===== config.mk =====
export PLATFORM = sky130hd
export DESIGN_NAME = cpu_controller_flat
export DESIGN_NICKNAME = d
export VERILOG_FILES = /design/src/rtl/cpu_controller_if.sv /design/src/rtl/cpu_controller.sv /design/src/flat_wrapper.sv
export SDC_FILE = /design/constraint.sdc
export NUM_CORES = 1
export LEC_CHECK = 0
export ABC_AREA = 0
export CELL_PAD_IN_SITES_DETAIL_PLACEMENT = 1
export CELL_PAD_IN_SITES_GLOBAL_PLACEMENT = 1
export CORE_UTILIZATION = 40
export CTS_CLUSTER_SIZE = 10
export DETAILED_ROUTE_END_ITERATION = 8
export DONT_BUFFER_PORTS = 1
export PLACE_DENSITY = 0.71
export SLEW_MARGIN = 20
export SYNTH_ARGS = -nofsm -noshare
export SYNTH_HDL_FRONTEND = slang
export SYNTH_SLANG_ARGS = --single-unit

===== constraint.sdc =====
create_clock -name clk -period 2 [get_ports clk]
set_clock_uncertainty 0.2 [all_clocks]
set_input_delay 0.1 -clock clk [delete_from_list [all_inputs] [get_ports clk]]
set_output_delay 0.1 -clock clk [all_outputs]
set_load 0.02 [all_outputs]

===== src/rtl/cpu_controller_if.sv =====
// cpu_controller_if: handshake and strobe bundle between the fetch/decode
// side and the cpu_controller sequencing FSM.
//   master : fetch side; drives start/opcode/ALU_op, observes the rest.
//   slave  : controller; samples start/opcode/ALU_op, drives waiting,
//            halted, reg_sel, wb_sel, w_en, en_A/B/C, en_status, sel_A
//            and the retired-instruction count n_retired.
interface cpu_controller_if #(
  parameter int CNT_W = 16
);
  logic             start;
  logic [2:0]       opcode;
  logic [1:0]       ALU_op;
  logic             waiting;
  logic             halted;
  logic [1:0]       reg_sel;
  logic [1:0]       wb_sel;
  logic             w_en;
  logic             en_A;
  logic             en_B;
  logic             en_C;
  logic             en_status;
  logic             sel_A;
  logic [CNT_W-1:0] n_retired;

  modport master (
    output start, opcode, ALU_op,
    input  waiting, halted, reg_sel, wb_sel, w_en,
           en_A, en_B, en_C, en_status, sel_A, n_retired
  );

  modport slave (
    input  start, opcode, ALU_op,
    output waiting, halted, reg_sel, wb_sel, w_en,
           en_A, en_B, en_C, en_status, sel_A, n_retired
  );
endinterface


===== src/rtl/cpu_controller.sv =====
// cpu_controller: Moore sequencing FSM for the 16-bit CPU datapath.
// Accepts an instruction on start while waiting, latches opcode/ALU_op,
// then walks the datapath strobes for MOVI, MOVR, ADD, CMP, AND, MVN and
// HALT. Counts retired instructions in a wrapping CNT_W-bit counter.
// Ports:
//   clk   : system clock, rising edge.
//   rst_n : asynchronous active-low reset.
//   bus   : cpu_controller_if slave modport (handshake, strobes, counter).
module cpu_controller #(
  parameter int CNT_W = 16
) (
  input  logic             clk,
  input  logic             rst_n,
  cpu_controller_if.slave  bus
);

  localparam logic [2:0] S_WAIT   = 3'd0;
  localparam logic [2:0] S_DECODE = 3'd1;
  localparam logic [2:0] S_GET_A  = 3'd2;
  localparam logic [2:0] S_GET_B  = 3'd3;
  localparam logic [2:0] S_EXEC   = 3'd4;
  localparam logic [2:0] S_WR_REG = 3'd5;
  localparam logic [2:0] S_WR_IMM = 3'd6;
  localparam logic [2:0] S_HALT   = 3'd7;

  logic [2:0]       state_reg, state_next;
  logic [4:0]       op_reg;        // {opcode, ALU_op} captured at issue
  logic [CNT_W-1:0] cnt_reg;

  logic is_movi, is_movr, is_add, is_cmp, is_and, is_mvn, is_halt;
  logic retire;

  // Instruction class from the latched pair only, so later changes on the
  // decoder inputs cannot disturb a running instruction.
  assign is_movi = (op_reg == 5'b110_10);
  assign is_movr = (op_reg == 5'b110_00);
  assign is_add  = (op_reg == 5'b101_00);
  assign is_cmp  = (op_reg == 5'b101_01);
  assign is_and  = (op_reg == 5'b101_10);
  assign is_mvn  = (op_reg == 5'b101_11);
  assign is_halt = (op_reg[4:2] == 3'b111);

  always_comb begin
    state_next = state_reg;
    case (state_reg)
      S_WAIT:   if (bus.start) state_next = S_DECODE;
      S_DECODE: begin
        if (is_movi)                      state_next = S_WR_IMM;
        else if (is_movr || is_mvn)       state_next = S_GET_B;
        else if (is_add || is_cmp || is_and) state_next = S_GET_A;
        else if (is_halt)                 state_next = S_HALT;
        else                              state_next = S_WAIT;  // illegal
      end
      S_GET_A:  state_next = S_GET_B;
      S_GET_B:  state_next = S_EXEC;
      S_EXEC:   state_next = is_cmp ? S_WAIT : S_WR_REG;
      S_WR_REG: state_next = S_WAIT;
      S_WR_IMM: state_next = S_WAIT;
      S_HALT:   state_next = S_HALT;
      default:  state_next = S_WAIT;
    endcase
  end

  // Every state listed here always returns to S_WAIT next, so this marks
  // exactly the instructions that complete (illegal/halt never get here).
  assign retire = (state_reg == S_WR_REG) || (state_reg == S_WR_IMM) ||
                  ((state_reg == S_EXEC) && is_cmp);

  always_ff @(posedge clk or negedge rst_n) begin
    if (!rst_n) begin
      state_reg <= S_WAIT;
      op_reg    <= '0;
      cnt_reg   <= '0;
    end else begin
      state_reg <= state_next;
      if (state_reg == S_WAIT && bus.start)
        op_reg <= {bus.opcode, bus.ALU_op};
      if (retire)
        cnt_reg <= cnt_reg + CNT_W'(1);
    end
  end

  always_comb begin
    bus.waiting   = (state_reg == S_WAIT);
    bus.halted    = (state_reg == S_HALT);
    bus.reg_sel   = 2'b00;
    bus.wb_sel    = 2'b00;
    bus.w_en      = 1'b0;
    bus.en_A      = 1'b0;
    bus.en_B      = 1'b0;
    bus.en_C      = 1'b0;
    bus.en_status = 1'b0;
    bus.sel_A     = 1'b0;
    case (state_reg)
      S_GET_A: begin
        bus.reg_sel = 2'b10;
        bus.en_A    = 1'b1;
      end
      S_GET_B: bus.en_B = 1'b1;
      S_EXEC: begin
        bus.sel_A     = is_movr || is_mvn;   // A forced to zero
        bus.en_C      = !is_cmp;
        bus.en_status = is_cmp;
      end
      S_WR_REG: begin
        bus.reg_sel = 2'b01;
        bus.w_en    = 1'b1;
      end
      S_WR_IMM: begin
        bus.reg_sel = 2'b10;
        bus.wb_sel  = 2'b10;
        bus.w_en    = 1'b1;
      end
      default: ;
    endcase
  end

  assign bus.n_retired = cnt_reg;

endmodule

===== src/flat_wrapper.sv =====
// flat-port wrapper written by rule: the top's interface ports become plain ports
module cpu_controller_flat 
#(
  parameter int CNT_W = 16
)
  (clk, rst_n, bus_start, bus_opcode, bus_ALU_op, bus_waiting, bus_halted, bus_reg_sel, bus_wb_sel, bus_w_en, bus_en_A, bus_en_B, bus_en_C, bus_en_status, bus_sel_A, bus_n_retired);
  cpu_controller_if #(.CNT_W(CNT_W)) bus_i ();
  input  logic clk;
  input  logic rst_n;
  input wire logic [$bits(bus_i.start)-1:0] bus_start;
  input wire logic [$bits(bus_i.opcode)-1:0] bus_opcode;
  input wire logic [$bits(bus_i.ALU_op)-1:0] bus_ALU_op;
  output wire logic [$bits(bus_i.waiting)-1:0] bus_waiting;
  output wire logic [$bits(bus_i.halted)-1:0] bus_halted;
  output wire logic [$bits(bus_i.reg_sel)-1:0] bus_reg_sel;
  output wire logic [$bits(bus_i.wb_sel)-1:0] bus_wb_sel;
  output wire logic [$bits(bus_i.w_en)-1:0] bus_w_en;
  output wire logic [$bits(bus_i.en_A)-1:0] bus_en_A;
  output wire logic [$bits(bus_i.en_B)-1:0] bus_en_B;
  output wire logic [$bits(bus_i.en_C)-1:0] bus_en_C;
  output wire logic [$bits(bus_i.en_status)-1:0] bus_en_status;
  output wire logic [$bits(bus_i.sel_A)-1:0] bus_sel_A;
  output wire logic [$bits(bus_i.n_retired)-1:0] bus_n_retired;
  assign bus_i.start = bus_start;
  assign bus_i.opcode = bus_opcode;
  assign bus_i.ALU_op = bus_ALU_op;
  assign bus_waiting = bus_i.waiting;
  assign bus_halted = bus_i.halted;
  assign bus_reg_sel = bus_i.reg_sel;
  assign bus_wb_sel = bus_i.wb_sel;
  assign bus_w_en = bus_i.w_en;
  assign bus_en_A = bus_i.en_A;
  assign bus_en_B = bus_i.en_B;
  assign bus_en_C = bus_i.en_C;
  assign bus_en_status = bus_i.en_status;
  assign bus_sel_A = bus_i.sel_A;
  assign bus_n_retired = bus_i.n_retired;
  cpu_controller #(.CNT_W(CNT_W)) u_core (.clk(clk), .rst_n(rst_n), .bus(bus_i));
endmodule

### Yosys cells after proc, flatten, opt, wreduce, memory -nomap -nowiden

Cells that the tools add are included.

* register bits: 24
* input port bits: 8
* output and inout bits: 28
* word-level logic and storage cells: 45

* add/subtract/negate cells: 1
* equality and inequality tests: 15
* muxes and demuxes: 15
* reductions and logical operators: 11

Operator list (count)
* $eq 5x5->1 const B: 6
* $pmux 3 s7: 1
* $mux 3: 6
* $add 16x1->16 const B: 1
* $eq 3x3->1 const B: 5
* $eq 3x2->1 const B: 2
* $mux 1: 6
* $logic_or 1x1->1: 5
* $pmux 2 s2: 1
* $reduce_or 2->1: 2
* $eq 3x1->1 const B: 1
* $logic_not 3->1: 1
* $logic_and 1x1->1: 2
* $mux 2: 1
* $ne 2x2->1 const B: 1
* $logic_not 1->1: 1

### Longest topological paths before layout

Gate-level depths: netlist (run 1).

* depth after elaboration: 7
* mapped depth: 6
* mapped depth without buffers: 4

### Worst setup path before layout (run 1)

No wires, ideal clock.

* path kind: register to register
* start point: reg u_core.state_reg[0]
* end point: reg u_core.op_reg[1]
* library setup time: 0.125 ns
* arrival time: 1.764 ns
* slack: -0.089 ns
* stages on the path, launching flop included: 6
* buffers on the path: 2
* period minus slack after synthesis: 2.089 ns
* cells stage by stage: dfrtp_1 > buf_2 > nor3_1 > and2_1 > buf_2 > mux2_2

* longest elaborated chain between the ends: 2

Ends and longest elaborated chain
* start, declared: RTL line cpu_controller.sv:26 `logic [2:0] state_reg, state_next;`
* start signal, assigned: RTL line cpu_controller.sv:75 `state_reg <= state_next;`
* $logic_not 3->1
* net bus_waiting: RTL line flat_wrapper.sv:13 `output wire logic [$bits(bus_i.waiting)-1:0] bus_waiting;`
* $logic_and 1x1->1: RTL line cpu_controller.sv:76 `if (state_reg == S_WAIT && bus.start)`
* end signal, assigned: RTL line cpu_controller.sv:77 `op_reg <= {bus.opcode, bus.ALU_op};`
* end, declared: RTL line cpu_controller.sv:27 `logic [4:0] op_reg;`

The timed path passes the listed nets, and every way through them passes these cells.
A chain may end at the register's enable or synchronous reset.

### Final worst setup path (run 1)

* start point: reg u_core.state_reg[0]
* end point: reg u_core.cnt_reg[15], in the netlist u_core.bus.n_retired[15]

* longest elaborated chain between the ends: 3
* elaborated cells between the ends (all ways): 6
* classes of those cells: eq/ne (3); reduce/logical (3)

Ends and longest elaborated chain
* $eq 3x3->1 (on tied branches): RTL line cpu_controller.sv:66, cpu_controller.sv:67
* $logic_or 1x1->1 or $logic_and 1x1->1 (tied branches): RTL line cpu_controller.sv:66, cpu_controller.sv:67
* $logic_or 1x1->1 (*): RTL line cpu_controller.sv:66 `assign retire = (state_reg == S_WR_REG) || (state_reg == S_WR_IMM) ||`
* end signal, assigned: RTL line cpu_controller.sv:79 `cnt_reg <= cnt_reg + CNT_W'(1);`
* end, declared: RTL line cpu_controller.sv:28 `logic [CNT_W-1:0] cnt_reg;`

Every way passes the cells marked *; elsewhere a longest branch is shown, timed or not.

==> results of run 1 <==
## timing repair
item | in CTS | in global routing
hold buffers | 9 | 0
endpoints found under the hold margin | 30 | 0
gates resized for setup | 0 | 0
## Yosys cell counts, drive strengths merged, types with 2 or more instances
library cell	number	area [um^2]
nand3	3	20.0
nor2b	3	18.8
nor4b	4	60.1
inv	2	7.51
o21ai	2	10.0
buf	6	37.5
and2	4	27.5
nand4	3	25.0
and3	2	12.5
xor2	15	131
mux2	5	56.3
a21oi	3	15.0
dfrtp	24	601
nor3b	3	22.5
and4	3	26.3
nor2	12	50.1
nand2	10	37.5
nor3	8	40.0
## area by class of cell
| type | instances | share of cell area (%) |
|---|---|---|
| repair buffers | 23 | 13.5 |
| multi-input cells | 90 | 41.5 |
| flip-flops and latches | 24 | 37.7 |
| well taps | 44 | 3.46 |
| clock inverters | 1 | 1.89 |
| inverters | 2 | 0.472 |
| clock buffers | 3 | 1.42 |
## logic make-up after synthesis
group           Yosys count
simple gates             55
mux                       5
xor+xnor                 15
fa+ha+maj                 1
flops                    24
other cells               1
compound gates           13
buf+inv                   9
## how the worst max path moves through the flow
stage,from,to,slack [ns],cells after the start
4_1_cts,u_core.state_reg[0],u_core.bus.n_retired[15],0.09,4
5_1_grt,u_core.state_reg[0],u_core.bus.n_retired[9],0.02,4
3_5_place_dp,u_core.state_reg[0],u_core.bus.n_retired[15],0.13,4
6_report,u_core.state_reg[0],u_core.bus.n_retired[15],0.11,4
2_1_floorplan,u_core.state_reg[0],u_core.op_reg[1],0.12,5
3_3_place_gp,u_core.state_reg[0],u_core.bus.n_retired[15],0.18,4
## power by group
| part | internal (mW) | switching (mW) |
|---|---|---|
| clock network | 0.202 | 0.143 |
| registers | 0.613 | 0.229 |
| logic | 0.381 | 0.524 |
| total | 1.20 | 0.896 |
## per-stage QoR
stage                     setup slack (ns)  utilization [%]  total power [mW]  hold slack, ns
final                                0.109             51.7              2.09          0.0985
after CTS                           0.0942             51.7              2.12          0.0732
after global placement               0.182             46.4              1.68          -0.395
after global routing                0.0178             51.7              2.23          0.0711
after floorplan                      0.123                -              1.49          -0.396
after detailed placement             0.135             46.4              1.73          -0.395
## critical path: cells and delay by family (launching register included)
kind,cells,cell delay (ns)
xor+xnor,1,0.18
compound gates,1,0.30
simple gates,2,0.60
flops,1,0.54
## layer usage
| metal | routed length, um | up-vias | global-route usage [%] |
|---|---|---|---|
| li1 | - | 467 | - |
| met1 | 1150 | 498 | 18.8 |
| met2 | 1600 | 21 | 33.8 |
| met3 | 94 | 2 | 3.49 |
| met4 | 20 | 0 | 5.10 |
| met5 | 0 | - | 0 |
==> impl_results.md, run 1 <==
- Status: complete, no violations
- Warnings from Yosys: 0
- Critical path fanouts, max: 11
- Cell Pwr Density: 1310 nW/um^2
- Clk sinks: 24
- Initial Utilization: 42.4%
- Setup repair bufs after CTS: 0
- CP Data Required Time: 2.03 ns
- First-pass GRT wire length: 4.46 mm
- # port buffers: 0
- Area growth syn-to-layout: 22.0%
- Router iterations before antenna repair: 3
- Sequential share of the synthesized area: 46.0%
- Worst-path cell with the longest stage delay: dfrtp_1
- Simple-gate share of the synthesized area: 26.1%
- Die Height: 59.1 um
- Leak: 0.755 nW
- Largest family of logic cells by synthesized area: simple AND/OR/NAND/NOR gates
- Syn nets: 132
- Layout cells sized above 1: 25.2%
- Fin. max-slew vios: 0
- Cells after DPL: 174
- Area share of fa/ha/maj cells after synthesis: 0.959%
- Worst hold path class: primary input to async pin
- Clock period minus worst slack: 1.89 ns
- Die Span X: 59.1 um
- Worst-path clk slew: 0.13 ns
- Critical path cell sequence: a21boi_2, nand4_2, nor4b_2, xor2_1
- R2R setup slack: 0.11 ns
- Mapped cell area: 1310 um^2
- Netlist cell types: 37
- H-tree levels: 1
- Hold Fails Final Rpt: 0
- Num CTS Buffers: 3
- Compound-gate portion of the synthesized area: 8.53%
- Starting DRT DRC Count: 12
- Post-DP HPWL: 2.15 mm
- Post-synth top flop: dfrtp_1
- Placement Rows: 20
- Worst Path Class, Setup: register to register
- DR DRC count: 0
- Final nets: 153
- Storage element area: 601 um^2
- Mux cell area share after synthesis: 4.31%
- Fin cells: 187
- WL final: 2.87 mm
- DR WL/cell: 15.4 um
- R2r endpoint: u_core.bus.n_retired[15]
- Maxcap violations: 0
- Commonest cells after routing, fill and taps aside: dfrtp_1 (24), xor2_1 (15), buf_4 (14), nor2_1 (10), nand2_1 (10)
- Initial antenna violation count: 0
- Grt total ovfl: 0
- Reg-to-reg startpoint: u_core.state_reg[0]
- CP Launch Type: register
- Post-DRT Antenna Nets: 0
- Largest net degree at the start of global routing: 25
- Antenna diode count: 0
- All-Layer GR Usage: 17.4%
- Setup violators final: 0
- Commonest non-fill, non-tap cell in the layout: dfrtp_1
- Clk buf depth: 2
- Max frequency: 0.529 GHz
- I/O pins: 36
- Multi-input gate area: 661 um^2
- Core area: 3080 um^2
- Placer Congestion: 0.808
- Cell count after synthesis: 123
- Final period utilization: 94.5%
- Placed inst area: 1430 um^2
- Via count: 988
- Vias in the first global route: 1,009
- R2R depth: 4
- Flops & latches, synth: 24
- Synth async-reset ratio: 100%
- FILL cells: 335
- CTS tree: built
- Post-synth EDFFs: 0
- Synth Area in XOR/XNOR: 10.1%
- Peak supply drop: 659 uV
- RSZ-0062 raised after global routing: no
- Worst skew pair latency: 0.30 ns
- CP arrival: 1.93 ns
- Mapped Avg Cell Area: 10.6 um^2
- Crit end category: register
- Cell area after layout: 1590 um^2
- Via-to-Cell Ratio: 5.28
- Largest register FFs: 16
- CP max stage delay: 0.54 ns
- Setup TNS: 0 ns
- DIE AREA: 3500 um^2
- CTS Root Cell: clkbuf_4
No activity file was read; power rests on OpenSTA's default activity.
==> run 2, diff against run 1 <==
--- a/config.mk
+++ b/config.mk
@@ -12,7 +12,7 @@
 export CTS_CLUSTER_SIZE = 10
 export DETAILED_ROUTE_END_ITERATION = 8
 export DONT_BUFFER_PORTS = 1
-export PLACE_DENSITY = 0.71
+export PLACE_DENSITY = 0.74
 export SLEW_MARGIN = 20
 export SYNTH_ARGS = -nofsm -noshare
 export SYNTH_HDL_FRONTEND = slang
==> impl_results.md, run 2 (synthesized netlist as in run 1, its figures left out) <==
- DR WL/cell: 16.1 um (was 15.4 um)
- R2r endpoint: u_core.bus.n_retired[15] (unchanged)
- CTS tree: built (unchanged)
- Vias in the first global route: 1,023 (was 1,009)
- Via count: 990 (was 988)
- Placement Rows: 20 (unchanged)
- Worst hold path class: primary input to async pin (unchanged)
- Layout cells sized above 1: 26.1% (was 25.2%)
- R2R depth: 4 (unchanged)
- FILL cells: 362 (was 335)
- Router iterations before antenna repair: 4 (was 3)
- Crit end category: register (unchanged)
- # port buffers: 0 (unchanged)
- Reg-to-reg startpoint: u_core.state_reg[1] (was u_core.state_reg[0])
- DIE AREA: 3500 um^2 (unchanged)
- Starting DRT DRC Count: 33 (was 12)
- Slew Limit Headroom: 64.5%
- H-tree levels: 1 (unchanged)
- Worst-path cell with the longest stage delay: dfrtp_2 (was dfrtp_1)
- Post-DP HPWL: 2.23 mm (was 2.15 mm)
- Setup TNS: 0 ns (unchanged)
- Initial antenna violation count: 0 (unchanged)
- Dpl ws: 0.133 ns (was 0.135 ns)
- Worst Path Class, Setup: register to register (unchanged)
- Grt total ovfl: 0 (unchanged)
- Status: complete, no violations (unchanged)
- Setup violators final: 0 (unchanged)
- Final WS setup: 0.167 ns (was 0.109 ns)
- Commonest non-fill, non-tap cell in the layout: dfrtp_1 (unchanged)
- Commonest cells after routing, fill and taps aside: dfrtp_1 (22), xor2_1 (15), buf_4 (14), nor2_1 (10), nand2_1 (10) (was dfrtp_1 (24), xor2_1 (15), buf_4 (14), nor2_1 (10), nand2_1 (10))
- Peak supply drop: 702 uV (was 659 uV)
- Max frequency: 0.546 GHz (was 0.529 GHz)
- Cell Pwr Density: 1300 nW/um^2 (was 1310 nW/um^2)
- Die Height: 59.1 um (unchanged)
- Maxcap violations: 0 (unchanged)
- Critical path cell sequence: a21boi_2, nand4_2, nor4b_2, xor2_1 (unchanged)
- All-Layer GR Usage: 19.2% (was 17.4%)
- Num CTS Buffers: 3 (unchanged)
- Leak: 0.730 nW (was 0.755 nW)
- Antenna diode count: 0 (unchanged)
- Critical path fanouts, max: 9 (was 11)
- Via-to-Cell Ratio: 5.32 (was 5.28)
- CP Launch Type: register (unchanged)
- Largest net degree at the start of global routing: 25 (unchanged)
- Post-DRT Antenna Nets: 0 (unchanged)
- WL final: 3.00 mm (was 2.87 mm)
- Final period utilization: 91.6% (was 94.5%)
- Final nets: 152 (was 153)
- Die Span X: 59.1 um (unchanged)
- Worst-path clk slew: 0.13 ns (about the same)
- R2R setup slack: 0.17 ns (was 0.11 ns)
- Clock period minus worst slack: 1.83 ns (was 1.89 ns)
- CP arrival: 1.86 ns (was 1.93 ns)
- Worst skew pair latency: 0.32 ns (was 0.30 ns)
- Fin. max-slew vios: 0 (unchanged)
- First-pass GRT wire length: 4.86 mm (was 4.46 mm)
- Area growth syn-to-layout: 18.2% (was 22.0%)
- DR DRC count: 0 (unchanged)
- Worst-Margin Slew: 0.532 ns
- CP max stage delay: 0.51 ns (was 0.54 ns)
- RSZ-0062 raised after global routing: no (unchanged)
- Initial Utilization: 42.4% (unchanged)
- CP Data Required Time: 2.03 ns (about the same)
- Clk buf depth: 2 (unchanged)
- Clk sinks: 24 (unchanged)
- Largest register FFs: 16 (unchanged)
- I/O pins: 36 (unchanged)
- Hold Fails Final Rpt: 0 (unchanged)
- Placer Congestion: 0.762 (was 0.808)
- Core area: 3080 um^2 (unchanged)
- CTS Root Cell: clkbuf_4 (unchanged)
## run 2: cell types whose count changed in the layout (fill, tap and decap cells not counted), sizes merged
cell,delta
bufinv,-1
clkbuf,+1
buf,-1
## run 2: worst max path at each step
stage / from / endpoint / slack [ns] / cells past startpoint
6_report: u_core.state_reg[1] / u_core.bus.n_retired[15] / 0.17 / 4
5_1_grt: u_core.state_reg[2] / u_core.bus.n_retired[15] / 0.02 / 4
4_1_cts: u_core.state_reg[0] / u_core.bus.n_retired[15] / 0.08 / 4
3_5_place_dp: u_core.state_reg[0] / u_core.bus.n_retired[15] / 0.13 / 4
3_3_place_gp: u_core.state_reg[0] / u_core.bus.n_retired[15] / 0.19 / 4
2_1_floorplan: u_core.state_reg[0] / u_core.op_reg[1] / 0.12 / 5
## run 2: area by class of cell
| class | count | area, um^2 | area share (%) |
|---|---|---|---|
| Clock buffer | 4 | 36.3 | 2.35 |
| Tap cell | 44 | 55.1 | 3.57 |
| Multi-Input combinational cell | 90 | 661 | 42.8 |
| Sequential cell | 24 | 603 | 39.1 |
| Inverter | 2 | 7.51 | 0.487 |
| Timing Repair Buffer | 22 | 180 | 11.7 |
## run 2: per-layer routing
| metal | track usage [%] | wire length, um | up-vias |
|---|---|---|---|
| met4 | 6.80 | 62 | 0 |
| li1 | - | - | 464 |
| met2 | 34.4 | 1620 | 27 |
| met1 | 21.3 | 1170 | 492 |
| met3 | 6.11 | 152 | 7 |
| met5 | 0 | 0 | - |
## run 2: power by group
| part | internal (mW) | total (mW) | switching [mW] |
|---|---|---|---|
| sequential | 0.618 | 0.838 | 0.220 |
| clock | 0.111 | 0.250 | 0.139 |
| combinational | 0.381 | 0.919 | 0.538 |
## run 2: per-stage QoR
| step | hold slack [ns] | util, % | cells | cell area (um^2) | power [mW] |
|---|---|---|---|---|---|
| final | 0.0706 | 50.1 | 186 | 1540 | 2.01 |
| after floorplan | -0.396 | - | 123 | 1310 | 1.49 |
| after global routing | 0.119 | 50.1 | 186 | 1540 | 2.16 |
| after detailed placement | -0.395 | 46.4 | 174 | 1430 | 1.75 |
| after CTS | 0.233 | 49.9 | 185 | 1540 | 2.02 |
| after global placement | -0.395 | 46.4 | 174 | 1430 | 1.69 |
## run 2: what timing repair did
item                                   in CTS  in global routing
gates resized for setup                     0                  2
hold buffers                                7                  1
setup endpoints to repair                   0                  4
setup buffers                               0                  0
endpoints found under the hold margin      30                 24
## run 2: critical path: cells and delay by family, from the launching register on
family           cells  cell delay (ns)
AO/OA/AOI/OAI        1             0.25
AND/OR/NAND/NOR      2             0.57
XOR/XNOR             1             0.20
flip-flops           1             0.51
==> run 3, diff against run 2 <==
--- a/config.mk
+++ b/config.mk
@@ -12,6 +12,7 @@
 export CTS_CLUSTER_SIZE = 10
 export DETAILED_ROUTE_END_ITERATION = 8
 export DONT_BUFFER_PORTS = 1
+export MAX_ROUTING_LAYER = met4
 export PLACE_DENSITY = 0.74
 export SLEW_MARGIN = 20
 export SYNTH_ARGS = -nofsm -noshare
==> impl_results.md, run 3 (synthesized netlist as in run 1, its figures left out) <==
- Antenna diode count: 0 (unchanged)
- RSZ-0062 raised after global routing: no (unchanged)
- DR WL met3: 131 um (was 152 um)
- Placement Rows: 20 (unchanged)
- Core area: 3080 um^2 (unchanged)
- First-pass GRT wire length: 4.86 mm (unchanged)
- R2r endpoint: u_core.bus.n_retired[15] (unchanged)
- Layout cells sized above 1: 26.1% (unchanged)
- Die Height: 59.1 um (unchanged)
- Via count: 985 (was 990)
- Area growth syn-to-layout: 18.2% (unchanged)
- Fin util: 50.1% (unchanged)
- Worst-path cell with the longest stage delay: dfrtp_2 (unchanged)
- I/O pins: 36 (unchanged)
- Slew Limit Headroom: 63.9% (was 64.5%)
- CP Launch Type: register (unchanged)
- All-Layer GR Usage: 19.8% (was 19.2%)
- Final WS setup: 0.165 ns (was 0.167 ns)
- Reg-to-reg startpoint: u_core.state_reg[1] (unchanged)
- Clock period minus worst slack: 1.84 ns (was 1.83 ns)
- CTS tree: built (unchanged)
- Fin. max-slew vios: 0 (unchanged)
- Num CTS Buffers: 3 (unchanged)
- Routed length on met2: 1.61 mm (was 1.62 mm)
- Final period utilization: 91.8% (was 91.6%)
- Cell Pwr Density: 1300 nW/um^2 (about the same)
- Commonest cells after routing, fill and taps aside: dfrtp_1 (22), xor2_1 (15), buf_4 (14), nor2_1 (10), nand2_1 (10) (unchanged)
- M1 WL: 1.19 mm (was 1.17 mm)
- Worst hold path class: primary input to async pin (unchanged)
- Starting DRT DRC Count: 30 (was 33)
- Leak: 0.730 nW (unchanged)
- Dpl ws: 0.133 ns (unchanged)
- Critical path cell sequence: a21boi_2, nand4_2, nor4b_2, xor2_1 (unchanged)
- Sequential share of power: 41.7% (about the same)
- Largest register FFs: 16 (unchanged)
- Commonest non-fill, non-tap cell in the layout: dfrtp_1 (unchanged)
- Setup TNS: 0 ns (unchanged)
- Internal: 1.11 mW (unchanged)
- Worst-path clk slew: 0.13 ns (about the same)
- Grt total ovfl: 0 (unchanged)
- Clk buf depth: 2 (unchanged)
- Cells after DPL: 174 (unchanged)
- Initial antenna violation count: 0 (unchanged)
- R2R setup slack: 0.16 ns (was 0.17 ns)
- Clk pwr share: 12.5% (about the same)
- WL final: 3.00 mm (about the same)
- Peak supply drop: 703 uV (was 702 uV)
- Setup violators final: 0 (unchanged)
- # port buffers: 0 (unchanged)
- Placer Congestion: 0.772 (was 0.762)
- Vias in the first global route: 1,023 (unchanged)
- Router iterations before antenna repair: 4 (unchanged)
- Initial Utilization: 42.4% (unchanged)
- DR DRC count: 0 (unchanged)
- CP Data Required Time: 2.03 ns (about the same)
- DIE AREA: 3500 um^2 (unchanged)
- Worst skew pair latency: 0.32 ns (about the same)
- Net Switching: 896 uW (about the same)
- Maxcap violations: 0 (unchanged)
- Status: complete, no violations (unchanged)
- Critical path fanouts, max: 9 (unchanged)
- Fin cells: 186 (unchanged)
- Final nets: 152 (unchanged)
- CP arrival: 1.86 ns (about the same)
- Largest net degree at the start of global routing: 25 (unchanged)
- Hold Fails Final Rpt: 0 (unchanged)
- Via-to-Cell Ratio: 5.30 (was 5.32)
- Combinational share of power: 45.8% (about the same)
- CTS Root Cell: clkbuf_4 (unchanged)
- Hold slack: 0.0748 ns (was 0.0706 ns)
- H-tree levels: 1 (unchanged)
- Crit end category: register (unchanged)
- Worst-Margin Slew: 0.542 ns (was 0.532 ns)
- Net Sw Frac: 44.7% (about the same)
- Worst Path Class, Setup: register to register (unchanged)
- R2R depth: 4 (unchanged)
- Max frequency: 0.545 GHz (was 0.546 GHz)
- Post-DP HPWL: 2.23 mm (unchanged)
- DR WL/cell: 16.1 um (about the same)
- Die Span X: 59.1 um (unchanged)
- Clk sinks: 24 (unchanged)
- CP max stage delay: 0.51 ns (about the same)
- DR top layer: met4 (unchanged)
- Post-DRT Antenna Nets: 0 (unchanged)
run 3: how the worst max path moves through the flow:
stage                              from                  endpoint  slack (ns)
floorplan           u_core.state_reg[0]          u_core.op_reg[1]        0.12
global placement    u_core.state_reg[0]  u_core.bus.n_retired[15]        0.19
detailed placement  u_core.state_reg[0]  u_core.bus.n_retired[15]        0.13
CTS                 u_core.state_reg[0]  u_core.bus.n_retired[15]        0.08
global route        u_core.state_reg[2]  u_core.bus.n_retired[15]        0.02
finish              u_core.state_reg[1]  u_core.bus.n_retired[15]        0.16
run 3: what timing repair did:
item / in CTS / in global routing
endpoints found under the setup margin: 0 / 4
buffers inserted: 0 / 0
endpoints found under the hold margin: 30 / 24
hold buffers: 7 / 1
gates resized for setup: 0 / 2
run 3: layer usage:
layer	up-vias	global-route usage, %
met1	492	21.3
li1	463	-
met4	0	6.80
met3	6	6.11
met2	24	34.4
met5	-	-
run 3: through the flow:
stage               cell area (um^2)  power (mW)
CTS                             1540        2.02
finish                          1540        2.01
global placement                1430        1.69
detailed placement              1430        1.75
floorplan                       1310        1.49
global route                    1540        2.16
run 3: layout make-up:
class	count	area [um^2]
fillers	362	1540
inverters	2	7.51
flip-flops and latches	24	603
clock buffers	4	36.3
well taps	44	55.1
multi-input cells	90	661
repair buffers	22	180
run 3: power groups by stage:
stage | combinational, mW | clock, mW | sequential, mW
3_5_place_dp | 0.902 | 0 | 0.846
6_report | 0.919 | 0.251 | 0.838
3_3_place_gp | 0.855 | 0 | 0.831
4_1_cts | 0.926 | 0.265 | 0.834
2_1_floorplan | 0.672 | 0 | 0.817
5_1_grt | 1.01 | 0.280 | 0.870
run 3: worst max-delay path: cells and delay by family, from the launching register on:
family,cells,cell delay (ns)
compound gates,1,0.25
xor+xnor,1,0.20
flops,1,0.51
simple gates,2,0.57
